==> src/rtl/reg_file_pkg.sv <==
// Shared constants and default-width types for the register file / scoreboard slice.
package reg_file_pkg;

  localparam int unsigned DW_DEFAULT = 8;
  localparam int unsigned PW_DEFAULT = 3;

  typedef logic [PW_DEFAULT-1:0] reg_addr_t;
  typedef logic [DW_DEFAULT-1:0] reg_data_t;

endpackage

==> src/rtl/reg_file_sb_scoreboard.sv <==
// Per-register pending scoreboard: load-issue set, load-return clear, sticky double-issue error.
// Optional REG_FILE_SB_BYPASS_EN: a same-cycle load return hides the stall on a matching read port.
module reg_scoreboard #(
  parameter int unsigned pw      = 3,
  parameter bit          R0_ZERO = 1'b0
) (
  input  logic          i_clk,
  input  logic          i_reset,
  input  logic          i_pend_set,
  input  logic [pw-1:0] i_pend_addr,
  input  logic          i_ld_wr_en,
  input  logic [pw-1:0] i_ld_addr,
  input  logic [pw-1:0] i_rd_addrA,
  input  logic [pw-1:0] i_rd_addrB,
  output logic          o_stallA,
  output logic          o_stallB,
  output logic          o_pend_err
);

  localparam int unsigned DEPTH = 2 ** pw;

  logic [DEPTH-1:0] r_pend;
  logic [DEPTH-1:0] w_pend_nxt;
  logic             r_err;
  logic             w_set_ok;
  logic             w_err_hit;

  assign w_set_ok  = i_pend_set && !(R0_ZERO && (i_pend_addr == '0));
  assign w_err_hit = w_set_ok && r_pend[i_pend_addr]
                   && !(i_ld_wr_en && (i_ld_addr == i_pend_addr));

  // Set is applied after clear so a back-to-back load to the same register stays pending.
  always_comb begin
    w_pend_nxt = r_pend;
    if (i_ld_wr_en) w_pend_nxt[i_ld_addr] = 1'b0;
    if (w_set_ok)   w_pend_nxt[i_pend_addr] = 1'b1;
  end

  always_ff @(posedge i_clk) begin
    if (i_reset) begin
      r_pend <= '0;
      r_err  <= 1'b0;
    end else begin
      r_pend <= w_pend_nxt;
      if (w_err_hit) r_err <= 1'b1;
    end
  end

  always_comb begin
    o_stallA = r_pend[i_rd_addrA];
    o_stallB = r_pend[i_rd_addrB];
`ifdef REG_FILE_SB_BYPASS_EN
    if (i_ld_wr_en && (i_ld_addr == i_rd_addrA)) o_stallA = 1'b0;
    if (i_ld_wr_en && (i_ld_addr == i_rd_addrB)) o_stallB = 1'b0;
`endif
  end

  assign o_pend_err = r_err;

endmodule

==> src/rtl/reg_file_sb.sv <==
// Parametrised register file with ALU and load-return write ports plus pending scoreboard.
// Optional REG_FILE_SB_BYPASS_EN: same-cycle write-to-read forwarding on all read outputs.
module reg_file_sb
  import reg_file_pkg::*;
#(
  parameter int unsigned dw      = DW_DEFAULT,
  parameter int unsigned pw      = PW_DEFAULT,
  parameter bit          R0_ZERO = 1'b0
) (
  input  logic          clk,
  input  logic          reset,
  input  logic          wr_en,
  input  logic [pw-1:0] wr_addr,
  input  logic [dw-1:0] dat_in,
  input  logic          ld_wr_en,
  input  logic [pw-1:0] ld_addr,
  input  logic [dw-1:0] ld_dat,
  input  logic          pend_set,
  input  logic [pw-1:0] pend_addr,
  input  logic [pw-1:0] rd_addrA,
  input  logic [pw-1:0] rd_addrB,
  output logic [dw-1:0] datA_out,
  output logic [dw-1:0] datB_out,
  output logic [dw-1:0] dat0_out,
  output logic          stallA,
  output logic          stallB,
  output logic          pend_err
);

  localparam int unsigned DEPTH = 2 ** pw;

  logic [dw-1:0] r_core [DEPTH];
  logic          w_wr_ok;
  logic          w_ld_ok;

  assign w_wr_ok = wr_en    && !(R0_ZERO && (wr_addr == '0));
  assign w_ld_ok = ld_wr_en && !(R0_ZERO && (ld_addr == '0));

  // The ALU port is assigned last so it wins a same-address collision.
  always_ff @(posedge clk) begin
    if (reset) begin
      r_core <= '{default: '0};
    end else begin
      if (w_ld_ok) r_core[ld_addr] <= ld_dat;
      if (w_wr_ok) r_core[wr_addr] <= dat_in;
    end
  end

  function automatic logic [dw-1:0] f_read(input logic [pw-1:0] addr);
    f_read = r_core[addr];
`ifdef REG_FILE_SB_BYPASS_EN
    if (w_ld_ok && (ld_addr == addr)) f_read = ld_dat;
    if (w_wr_ok && (wr_addr == addr)) f_read = dat_in;
`endif
    if (R0_ZERO && (addr == '0)) f_read = '0;
  endfunction

  always_comb begin
    datA_out = f_read(rd_addrA);
    datB_out = f_read(rd_addrB);
    dat0_out = f_read('0);
  end

  reg_scoreboard #(
    .pw      (pw),
    .R0_ZERO (R0_ZERO)
  ) u_sb (
    .i_clk       (clk),
    .i_reset     (reset),
    .i_pend_set  (pend_set),
    .i_pend_addr (pend_addr),
    .i_ld_wr_en  (ld_wr_en),
    .i_ld_addr   (ld_addr),
    .i_rd_addrA  (rd_addrA),
    .i_rd_addrB  (rd_addrB),
    .o_stallA    (stallA),
    .o_stallB    (stallB),
    .o_pend_err  (pend_err)
  );

endmodule

==> config.mk <==
export PLATFORM = sky130hd
export DESIGN_NAME = reg_file_sb
export DESIGN_NICKNAME = d
export VERILOG_FILES = /design/src/rtl/reg_file_pkg.sv /design/src/rtl/reg_file_sb_scoreboard.sv /design/src/rtl/reg_file_sb.sv
export SDC_FILE = /design/constraint.sdc
export NUM_CORES = 1
export LEC_CHECK = 0
export BUFFER_PORTS_ARGS = -buffer_cell sky130_fd_sc_hd__buf_2
export CAP_MARGIN = 20
export CORE_MARGIN = 2
export CORE_UTILIZATION = 50
export DETAILED_ROUTE_END_ITERATION = 10
export GPL_TIMING_DRIVEN = 0
export MAX_ROUTING_LAYER = met4
export PLACE_DENSITY = 0.72
export SYNTH_ARGS = -nofsm -noshare
export SYNTH_HDL_FRONTEND = slang
export SYNTH_HIERARCHICAL = 1
export SYNTH_SLANG_ARGS = --single-unit
==> constraint.sdc <==
create_clock -name clk -period 2.75 [get_ports clk]
set_clock_uncertainty 0.05 [all_clocks]
set_input_delay 0.55 -clock clk [delete_from_list [all_inputs] [get_ports clk]]
set_output_delay 0.55 -clock clk [all_outputs]
set_load 0.01 [all_outputs]
==> run_results.csv <==
group,metric,value,unit
grt,grt_max_degree,14,
floorplanning,initial_utilization,0.5129,
synth,ys_types,35,
floorplanning,coreArea,9196,sq um
clock_tree,hold_buffers,0,
timing,maxSlewViolCount,0,
power_and_ir_drop,p_per_area,502.3,nW/um^2
cells_and_area,area_growth_syn_to_layout,12.49,%
synth,async_reset_ff_frac,0,
clock_tree,ctsResizeCount,5,
placed_design,dpl.cell_count,649,
cells_and_area,ff_latch_area,1461,sq um
drt,drtIter0Drc,538,
drt,vias,4394,
synth,synth.yosys.seq_area_share,0.3098,
synth,syn_nets,536,
setup_path,endpoint_kind,"primary output",
clock_tree,clkLatencyLatePin,0.36,ns
setup_path,cp.required,2.15,ns
power_and_ir_drop,max-vdd-ir-drop,252.5,uV
timing,rsz0062_at_grt,"false",
clock_tree,numCtsBuffers,9,
cells_and_area,layout_common_cells,"nand2_1 (85), dfxtp_1 (73), nor2_1 (66)",
clock_tree,cts_sinks,73,
floorplanning,pin_count,63,
cells_and_area,n_antenna_cell,0,
timing,fmax,368.0,MHz
grt,first_global_vias,4181,
grt,grt_antenna_before_repair,0,
setup_path,worstPathMaxFanout,10,
placed_design,place_congestion,0.9413,
synth,postSynthAreaPerCell,9.434,sq um
cells_and_area,stdcell_area,5306,sq um
hold_path,hold_path.class,"reg -> reg",
clock_tree,cts_tree,"yes",
power_and_ir_drop,finalPower,2.665,mW
cells_and_area,fin_nets,584,
floorplanning,die_h,101.1,microns
synth,synthFlopType,"dfxtp_1",
timing,finalHoldViolCount,0,
timing,setup_violations,0,
floorplanning,num_rows,35,
setup_path,worstSetupPathType,"in -> out",
cells_and_area,layout.cells.non_filler,664,
grt,grt_first_pass_wirelength,22490,microns
timing,slew_headroom,0.4144,
floorplanning,die_area,10230,sq um
placed_design,io_buffers,38,
clock_tree,clk_pin_slew,0.09,ns
synth,synth_edf_count,0,
timing,min_period_over_period,0.9880,
drt,ant_nets,0,
synth,ys.warnings.count,6,
clock_tree,htreeDepth,3,
clock_tree,cts-root-buf,"clkbuf_8",
clock_tree,postCtsSetupBuffers,0,
drt,route.detailed.drc,0,
floorplanning,die_x,101.1,microns
drt,first_pass_iters,7,
setup_path,arrival,2.12,ns
run_status,status,"completed",
cells_and_area,drive_gt1_frac,0.2857,
cells_and_area,final_common_cell,"nand2_1",
placed_design,placed_cell_area,5046,sq um
synth,postSynthCellCount,500,
setup_path,critical_path.startpoint_type,"primary input",
drt,vias_per_cell,6.617,
timing,worst_pin_slew,0.8760,ns
placed_design,detailed_place_hpwl,10500,microns
synth,ys_seq_elements,73,
grt,grt_overflow,0,
drt,wl_per_cell,22.06,microns
grt,grt_usage,0.2995,
timing,period_needed,2.717,ns
drt,routed_wl,14650,microns
cells_and_area,fill_cells,789,
clock_tree,clockBufferDepth,2,
power_and_ir_drop,p_leak,1.901,nW
synth,synth_area,4717,sq um
run,maxCapViolations,0,
cells_and_area,multiInputGateArea,2877,sq um
-- final timing paths --
check | cells past startpoint | slack, ns | endpoint | startpoint
hold / removal | 1 | 0.43 | u_sb/o_pend_err | u_sb/o_pend_err
setup reg to reg | 4 | 1.48 | u_sb/o_pend_err | u_sb/r_pend[4]
setup / recovery | 6 | 0.03 | datA_out[2] | rd_addrA[1]
hold reg to reg | 1 | 0.43 | u_sb/o_pend_err | u_sb/o_pend_err
-- registers in the layout, summed over array words and instances, names as in the netlist --
register,cells
dat0_out,8
u_sb/o_pend_err,1
r_core,56
u_sb/r_pend,8
-- power breakdown --
group | switching [mW] | total (mW) | internal, mW
Clock | 0.455 | 1.06 | 0.608
Combinational | 0.250 | 0.451 | 0.201
Sequential | 0.0422 | 1.15 | 1.11
Total | 0.747 | 2.67 | 1.92
-- synth_stat cells (8+ instances only) --
cell type	n	share of area
mux4_2	36	0.17
clkbuf_1	27	0.021
buf_2	15	0.016
buf_4	15	0.024
nor2_1	66	0.053
dfxtp_1	73	0.31
a311oi_1	33	0.061
a311oi_2	8	0.025
mux2_2	18	0.043
mux2i_1	27	0.057
a21oi_1	8	0.0085
a211oi_1	24	0.038
buf_1	13	0.010
nand2_1	85	0.068
-- cells by family (layout without fill, tap and decap cells) --
family / count (synthesis) / count (layout) / share of synthesized area
buffers and inverters: 75 / 128 / 0.08037
AO/OA/AOI/OAI: 83 / 83 / 0.1470
flip-flops: 73 / 73 / 0.3098
AND/OR/NAND/NOR: 184 / 184 / 0.1820
multiplexers: 82 / 82 / 0.2753
XOR/XNOR: 3 / 3 / 0.005571
-- area by class of cell --
class / count / share of cell area
clock inverters: 6 / 0.02169
well taps: 111 / 0.02617
flip-flops and latches: 73 / 0.2754
inverters: 2 / 0.001415
multi-input cells: 352 / 0.5421
repair buffers: 38 / 0.03631
plain buffers: 72 / 0.07286
clock buffers: 10 / 0.02405
-- through the flow --
step / setup TNS (ns) / hold slack, ns / setup WS (ns) / util
floorplan: 0 / 0.4151 / 0.3738 / -
global placement: -2.897 / 0.4083 / -0.2133 / 0.5487
detailed placement: -2.741 / 0.4122 / -0.2157 / 0.5487
CTS: 0 / 0.4250 / 0.002929 / 0.5759
global route: 0 / 0.4413 / 0.007916 / 0.5770
finish: 0 / 0.4308 / 0.03289 / 0.5770
-- worst max-delay path: stages --
cell      delay, ns
buf_2          0.11
buf_2          0.24
clkbuf_2       0.36
mux4_2         0.40
mux2_2         0.30
buf_2          0.14
-- metal layers --
layer,global-route usage,wire (microns),vias to the layer above
li1,-,-,1938
met1,0.3789,5798,2158
met2,0.4860,7136,262
met3,0.04831,1328,36
met4,0.1091,387,0
met5,-,0,-
No activity file was read; power rests on OpenSTA's default activity.
